[config.mk]
export PLATFORM = sky130hd
export DESIGN_NAME = shift_reg_n
export DESIGN_NICKNAME = d
export VERILOG_FILES = /design/src/rtl/shift_reg_n.sv
export SDC_FILE = /design/constraint.sdc
export NUM_CORES = 1
export LEC_CHECK = 0
export BUFFER_PORTS_ARGS = -buffer_cell sky130_fd_sc_hd__buf_4
export CORE_MARGIN = 2
export CORE_UTILIZATION = 33
export DETAILED_ROUTE_END_ITERATION = 10
export GPL_TIMING_DRIVEN = 0
export PLACE_DENSITY = 0.67
export SLEW_MARGIN = 10
export SYNTH_ARGS = -nofsm -noshare
export SYNTH_HDL_FRONTEND = slang
export SYNTH_SLANG_ARGS = --single-unit
[constraint.sdc]
create_clock -name Clk -period 3.06 [get_ports Clk]
set_clock_uncertainty 0.05 [all_clocks]
set_input_delay 0.153 -clock Clk [delete_from_list [all_inputs] [get_ports Clk]]
set_output_delay 0.153 -clock Clk [all_outputs]
set_load 0.01 [all_outputs]
[src/rtl/shift_reg_n.sv]
// Loadable N-bit shift register with multi-cycle left/right (logical or
// arithmetic) shifts of a latched count; registered Busy/Done handshake.
module shift_reg_n #(
  parameter int WIDTH = 16,
  parameter int CW    = $clog2(WIDTH+1)
) (
  input  logic             Clk,
  input  logic             Reset_n,
  input  logic             Load,
  input  logic [WIDTH-1:0] D,
  input  logic             Start,
  input  logic [CW-1:0]    Count,
  input  logic             Dir,
  input  logic             Arith,
  input  logic             Serial_In,
  output logic [WIDTH-1:0] Data_Out,
  output logic             Serial_Out,
  output logic             Busy,
  output logic             Done
);

  typedef enum logic {IDLE, SHIFT} state_e;

  localparam logic [CW-1:0] WMAX = CW'(WIDTH);

  state_e           state_q, state_d;
  logic [WIDTH-1:0] data_q, data_d;
  logic             sout_q, sout_d;
  logic [CW-1:0]    cnt_q, cnt_d;
  logic             dir_q, dir_d;
  logic             arith_q, arith_d;
  logic             done_q, done_d;
  logic             busy_q, busy_d;
  logic [CW-1:0]    n_sat;
  logic             fill;

  assign n_sat = (Count > WMAX) ? WMAX : Count;
  assign fill  = arith_q ? data_q[WIDTH-1] : Serial_In;

  always_comb begin
    state_d = state_q;
    data_d  = data_q;
    sout_d  = sout_q;
    cnt_d   = cnt_q;
    dir_d   = dir_q;
    arith_d = arith_q;
    done_d  = 1'b0;
    unique case (state_q)
      IDLE: begin
        // Load has priority; a simultaneous Start is dropped.
        if (Load) begin
          data_d = D;
        end else if (Start) begin
          dir_d   = Dir;
          arith_d = Arith;
          cnt_d   = n_sat;
          if (n_sat == '0) done_d  = 1'b1;
          else             state_d = SHIFT;
        end
      end
      SHIFT: begin
        if (dir_q) begin
          data_d = {data_q[WIDTH-2:0], Serial_In};
          sout_d = data_q[WIDTH-1];
        end else begin
          data_d = {fill, data_q[WIDTH-1:1]};
          sout_d = data_q[0];
        end
        cnt_d = cnt_q - CW'(1);
        if (cnt_q == CW'(1)) begin
          state_d = IDLE;
          done_d  = 1'b1;
        end
      end
      default: state_d = IDLE;
    endcase
    busy_d = (state_d == SHIFT);
  end

  always_ff @(posedge Clk or negedge Reset_n) begin
    if (!Reset_n) begin
      state_q <= IDLE;
      data_q  <= '0;
      sout_q  <= 1'b0;
      cnt_q   <= '0;
      dir_q   <= 1'b0;
      arith_q <= 1'b0;
      done_q  <= 1'b0;
      busy_q  <= 1'b0;
    end else begin
      state_q <= state_d;
      data_q  <= data_d;
      sout_q  <= sout_d;
      cnt_q   <= cnt_d;
      dir_q   <= dir_d;
      arith_q <= arith_d;
      done_q  <= done_d;
      busy_q  <= busy_d;
    end
  end

  assign Data_Out   = data_q;
  assign Serial_Out = sout_q;
  assign Busy       = busy_q;
  assign Done       = done_q;

endmodule

== Word level (Yosys, flattened, before mapping) ==
Index checks and enable logic that the tools add are counted.

* Word-level logic and storage cells: 40
* Output and inout bits: 19
* Register bits: 26
* Bits of input ports: 28

* Equality and inequality tests: 5
* Reduce and logical (&&, ||, !) cells: 4
* Magnitude comparators: 1
* $add $sub $neg: 1
* Bitwise gates (word level): 2
* Multiplexer cells: 19

{| class="wikitable"
|+ Operators by type and width
! cell !! count
|-
| 2-to-1 mux 16 bit || 2
|-
| one-hot mux 16 bit (2 select lines) || 1
|-
| 2-to-1 mux 5 bit || 3
|-
| 2-to-1 mux 1 bit || 10
|-
| one-hot mux 5 bit (2 select lines) || 1
|-
| != test 2 bit (second input constant) || 3
|-
| == test 5 x 1 -> 1 bit (second input constant) || 1
|-
| greater-than comparator 5 bit (second input constant) || 1
|-
| logical NOT 5 bit || 1
|-
| subtractor 5 x 1 -> 5 bit (second input constant) || 1
|-
| one-hot mux 1 bit (2 select lines) || 2
|-
| AND reduction 2 bit || 2
|-
| != test 3 bit (second input constant) || 1
|-
| AND reduction 3 bit || 1
|-
| inverter 1 bit || 2
|}

== Depth between registers and ports, before layout ==
* Word-level depth: 7
* Gate-level depth with buffers: 5
* Gate-level depth less buffers: 5

== Worst setup path after synthesis ==
Ideal clock, no wire load.

* Kind: register to register
* Start point: reg cnt_q[1]
* End point: reg busy_q (netlist: Busy)
* Setup slack: 1723 ps
* Cell stages (with the launch flop): 6
* Arrival: 1167 ps
* Path buffers: 0
* Clock period less this slack: 1337 ps
* Data required time: 2890 ps
* Setup time: 120 ps
* Cells stage by stage: dfrtp_1 > inv_1 > ha_1 > nand2_1 > or4_1 > and3_1

* Word-level cells in the longest chain between the ends: 3

{| class="wikitable"
|+ RTL lines
! item !! line !! source
|-
| from (decl) || 29 || <nowiki>logic [CW-1:0] cnt_q, cnt_d;</nowiki>
|-
| from (signal assigned) || 94 || <nowiki>cnt_q <= cnt_d;</nowiki>
|-
| == test 5 x 1 -> 1 bit || 70 || <nowiki>if (cnt_q == CW'(1)) begin</nowiki>
|-
| 2-to-1 mux 1 bit || 70 ||
|-
| one-hot mux 1 bit (2 select lines) || 48 || <nowiki>unique case (state_q)</nowiki>
|-
| via busy_d || 33 || <nowiki>logic busy_q, busy_d;</nowiki>
|-
| to (signal assigned) || 98 || <nowiki>busy_q <= busy_d;</nowiki>
|-
| to (decl) || 33 ||
|}

The timed path passes the listed nets, and every way through them passes these cells.
A chain may end at the register's enable or synchronous reset.

== Worst setup path after layout ==
Ends and elaborated chain as after synthesis.

==> impl_metrics.json <==
{
  "worstReg2RegStart": "cnt_q[1]$_DFFE_PN0P_",
  "synth.top_cell.area_share": 0.443,
  "hold_end": "arith_q$_DFFE_PN0P_",
  "synth-main-ff-cell": "dfrtp_1",
  "grt_antenna_before_repair": 0,
  "required_ps": 3170,
  "cp-start-kind": "register",
  "grt_util_met2": 0.242,
  "p_per_area_mw_per_mm2": 965,
  "r2r_cells": 5,
  "syn_to_final_growth_pct": 31.4,
  "cap_violations": 0,
  "viasPerCell": 5.21,
  "synth_area_leaders": "dfrtp_1 (44%), mux2i_1 (13%), a211oi_1 (9.7%), a21oi_1 (6.5%), nor2b_1 (5.5%)",
  "tightest_slew_ps": 480,
  "period_minus_slack_ps": 1440,
  "die_area_sq_mm": 0.00500,
  "tritoncts": "done",
  "dpl.hpwl_mm": 2.75,
  "cts_setup_buffers": 0,
  "timing.rr.end": "Busy$_DFF_PN0_",
  "synth-seq-cells": 26,
  "fp-row-count": 24,
  "grt.overflow.total": 0,
  "peakVddDrop_mv": 0.315,
  "clk_pin_slew_worst_paths_ps": 80,
  "min_path_type": "in -> reg",
  "synthArstFlopShare": 1.00,
  "max_stage_delay_ps": 430,
  "nets": 224,
  "worst-path-buf-inv": 1,
  "use_met3": 0.0185,
  "yosys.cell_count.top_type": "dfrtp_1",
  "firstDrtPassIters": 4,
  "grt-busiest-layer": "met2",
  "grt_pass1_vias": 1245,
  "yosysWarnings": 0,
  "ctsHoldBuffers": 1,
  "worst_setup_path_end_kind": "register",
  "yosysTopAreaCell": "dfrtp_1",
  "setup_violations": 0,
  "synth_area_per_cell_sq_um": 10.3,
  "synthTopCellsByCount": "dfrtp_1 (26), a211oi_1 (19), a21oi_1 (19), mux2i_1 (19), nor2b_1 (13)",
  "cp_max_fo": 3,
  "root_buffer": "clkbuf_8",
  "start_util": 0.340,
  "cts_sinks": 26,
  "syn_area_sq_mm": 0.00147,
  "layout_setup_ws_ps": 1620,
  "io_pins": 47,
  "grt_use_met1": 0.233,
  "cts_buffers": 3,
  "drt_iter0_drc": 72,
  "synth_edf_count": 0,
  "cp_cell_sequence": "inv_1 -> ha_1 -> nand2_1 -> or4_1 -> and3_1",
  "vias": 1272,
  "drtAntennaViolNets": 0,
  "relSlewSlack": 0.680,
  "drive_gt1_frac": 0.307,
  "reg2reg_slack_ps": 1620,
  "grt_pass1_wl_mm": 6.28,
  "outcome": "completed",
  "track_usage": 0.158,
  "tns_ps": 0,
  "htree_levels": 1,
  "cts-resized-gates": 0,
  "die_h_um": 70.7,
  "synth_cell_types": 31,
  "path_class": "reg -> reg",
  "yosysSeqAreaShare": 0.443,
  "insertedDiodeCount": 0,
  "clk_latency_ps": 270,
  "die-width_um": 70.7,
  "fillers": 451,
  "hold_path_depth": 2,
  "portBuffers": 46,
  "fmaxAchievable_mhz": 693,
  "clockBufferDepth": 2,
  "final_max_slew_viol_count": 0,
  "drc": 0,
  "rsz0062_at_grt": "no",
  "place_congestion": 0.783,
  "core_area_sq_mm": 0.00432,
  "place_ws_ps": 1630,
  "critical-path-slowest-cell": "or4_1",
  "hold_violations": 0,
  "wire_per_inst_um": 14.9,
  "finalWirelength_mm": 3.64,
  "grt_max_degree": 27,
  "worstPathArrival_ps": 1550,
  "hp-start": "Arith",
  "cp_top_family": "simple AND/OR/NAND/NOR gates",
  "p_leak_uw": 0.000860,
  "synthCells": 142,
  "min_period_over_period": 0.471,
  "syn-num-nets": 172
}
-- layout make-up --
type	instances	area, sq um	area share
inverters	3	11.3	0.00583
repair buffers	47	355	0.184
clock buffers	3	41.3	0.0214
well taps	52	65.1	0.0337
plain buffers	11	57.6	0.0298
flip-flops and latches	26	651	0.337
multi-input cells	102	749	0.388
-- power by group --
group	leakage, uW	switching (uW)	internal (uW)
Sequential	0.000295	180	525
Combinational	0.000543	459	510
Clock	0.0000216	100	88.1
-- metal layers --
layer  vias to the layer above  part of all wire
met1                       600              0.46
li1                        617                 -
met5                         -                 0
met3                         9             0.041
met2                        46              0.48
met4                         0             0.016
-- sequential cells by signal, summed over array words and instances (netlist names) --
name and flops:
Data_Out 16, Serial_Out 1, cnt_q 5, dir_q 1
arith_q 1, Done 1, Busy 1
-- worst max path at each step --
stage                         startpoint             end  slack, ps  cells after the start
floorplan           cnt_q[1]$_DFFE_PN0P_  Busy$_DFF_PN0_       1720                      5
global placement    cnt_q[1]$_DFFE_PN0P_  Busy$_DFF_PN0_       1650                      5
detailed placement  cnt_q[1]$_DFFE_PN0P_  Busy$_DFF_PN0_       1630                      5
CTS                 cnt_q[1]$_DFFE_PN0P_  Busy$_DFF_PN0_       1610                      5
global route        cnt_q[1]$_DFFE_PN0P_  Done$_DFF_PN0_       1510                      5
finish              cnt_q[1]$_DFFE_PN0P_  Busy$_DFF_PN0_       1620                      5
-- cell usage in the layout, fill, tap and decap left out, types with 2 or more instances in the layout --
cell type	count
a211oi_1	19
a21oi_1	19
and2b_1	3
and4bb_2	2
buf_2	4
buf_4	47
clkbuf_1	4
clkbuf_8	3
dfrtp_1	26
ha_1	2
inv_1	3
mux2_2	2
mux2i_1	19
nand2_1	3
nand2b_1	2
nor2_1	3
nor2b_1	13
xnor2_1	3
-- metrics by stage --
stage / total power [uW] / cell area, sq um / cells / hold slack (ps) / util
after floorplan: 1310 / 1470 / 142 / -193 / -
after global placement: 1670 / 1880 / 240 / 33.7 / 0.435
after detailed placement: 1690 / 1880 / 240 / 36.2 / 0.435
after CTS: 1880 / 1930 / 244 / 66.5 / 0.446
after global routing: 2030 / 1930 / 244 / 68.5 / 0.446
final: 1860 / 1930 / 244 / 71.0 / 0.446
-- cell families after synthesis --
family,Yosys count,synth area share
buf+inv,14,0.0468
flops,26,0.443
mux,21,0.145
simple gates,35,0.156
xor+xnor,3,0.0179
fa+ha+maj,2,0.0170
compound gates,41,0.175
Note: power is estimated with default switching activity, not from simulation.
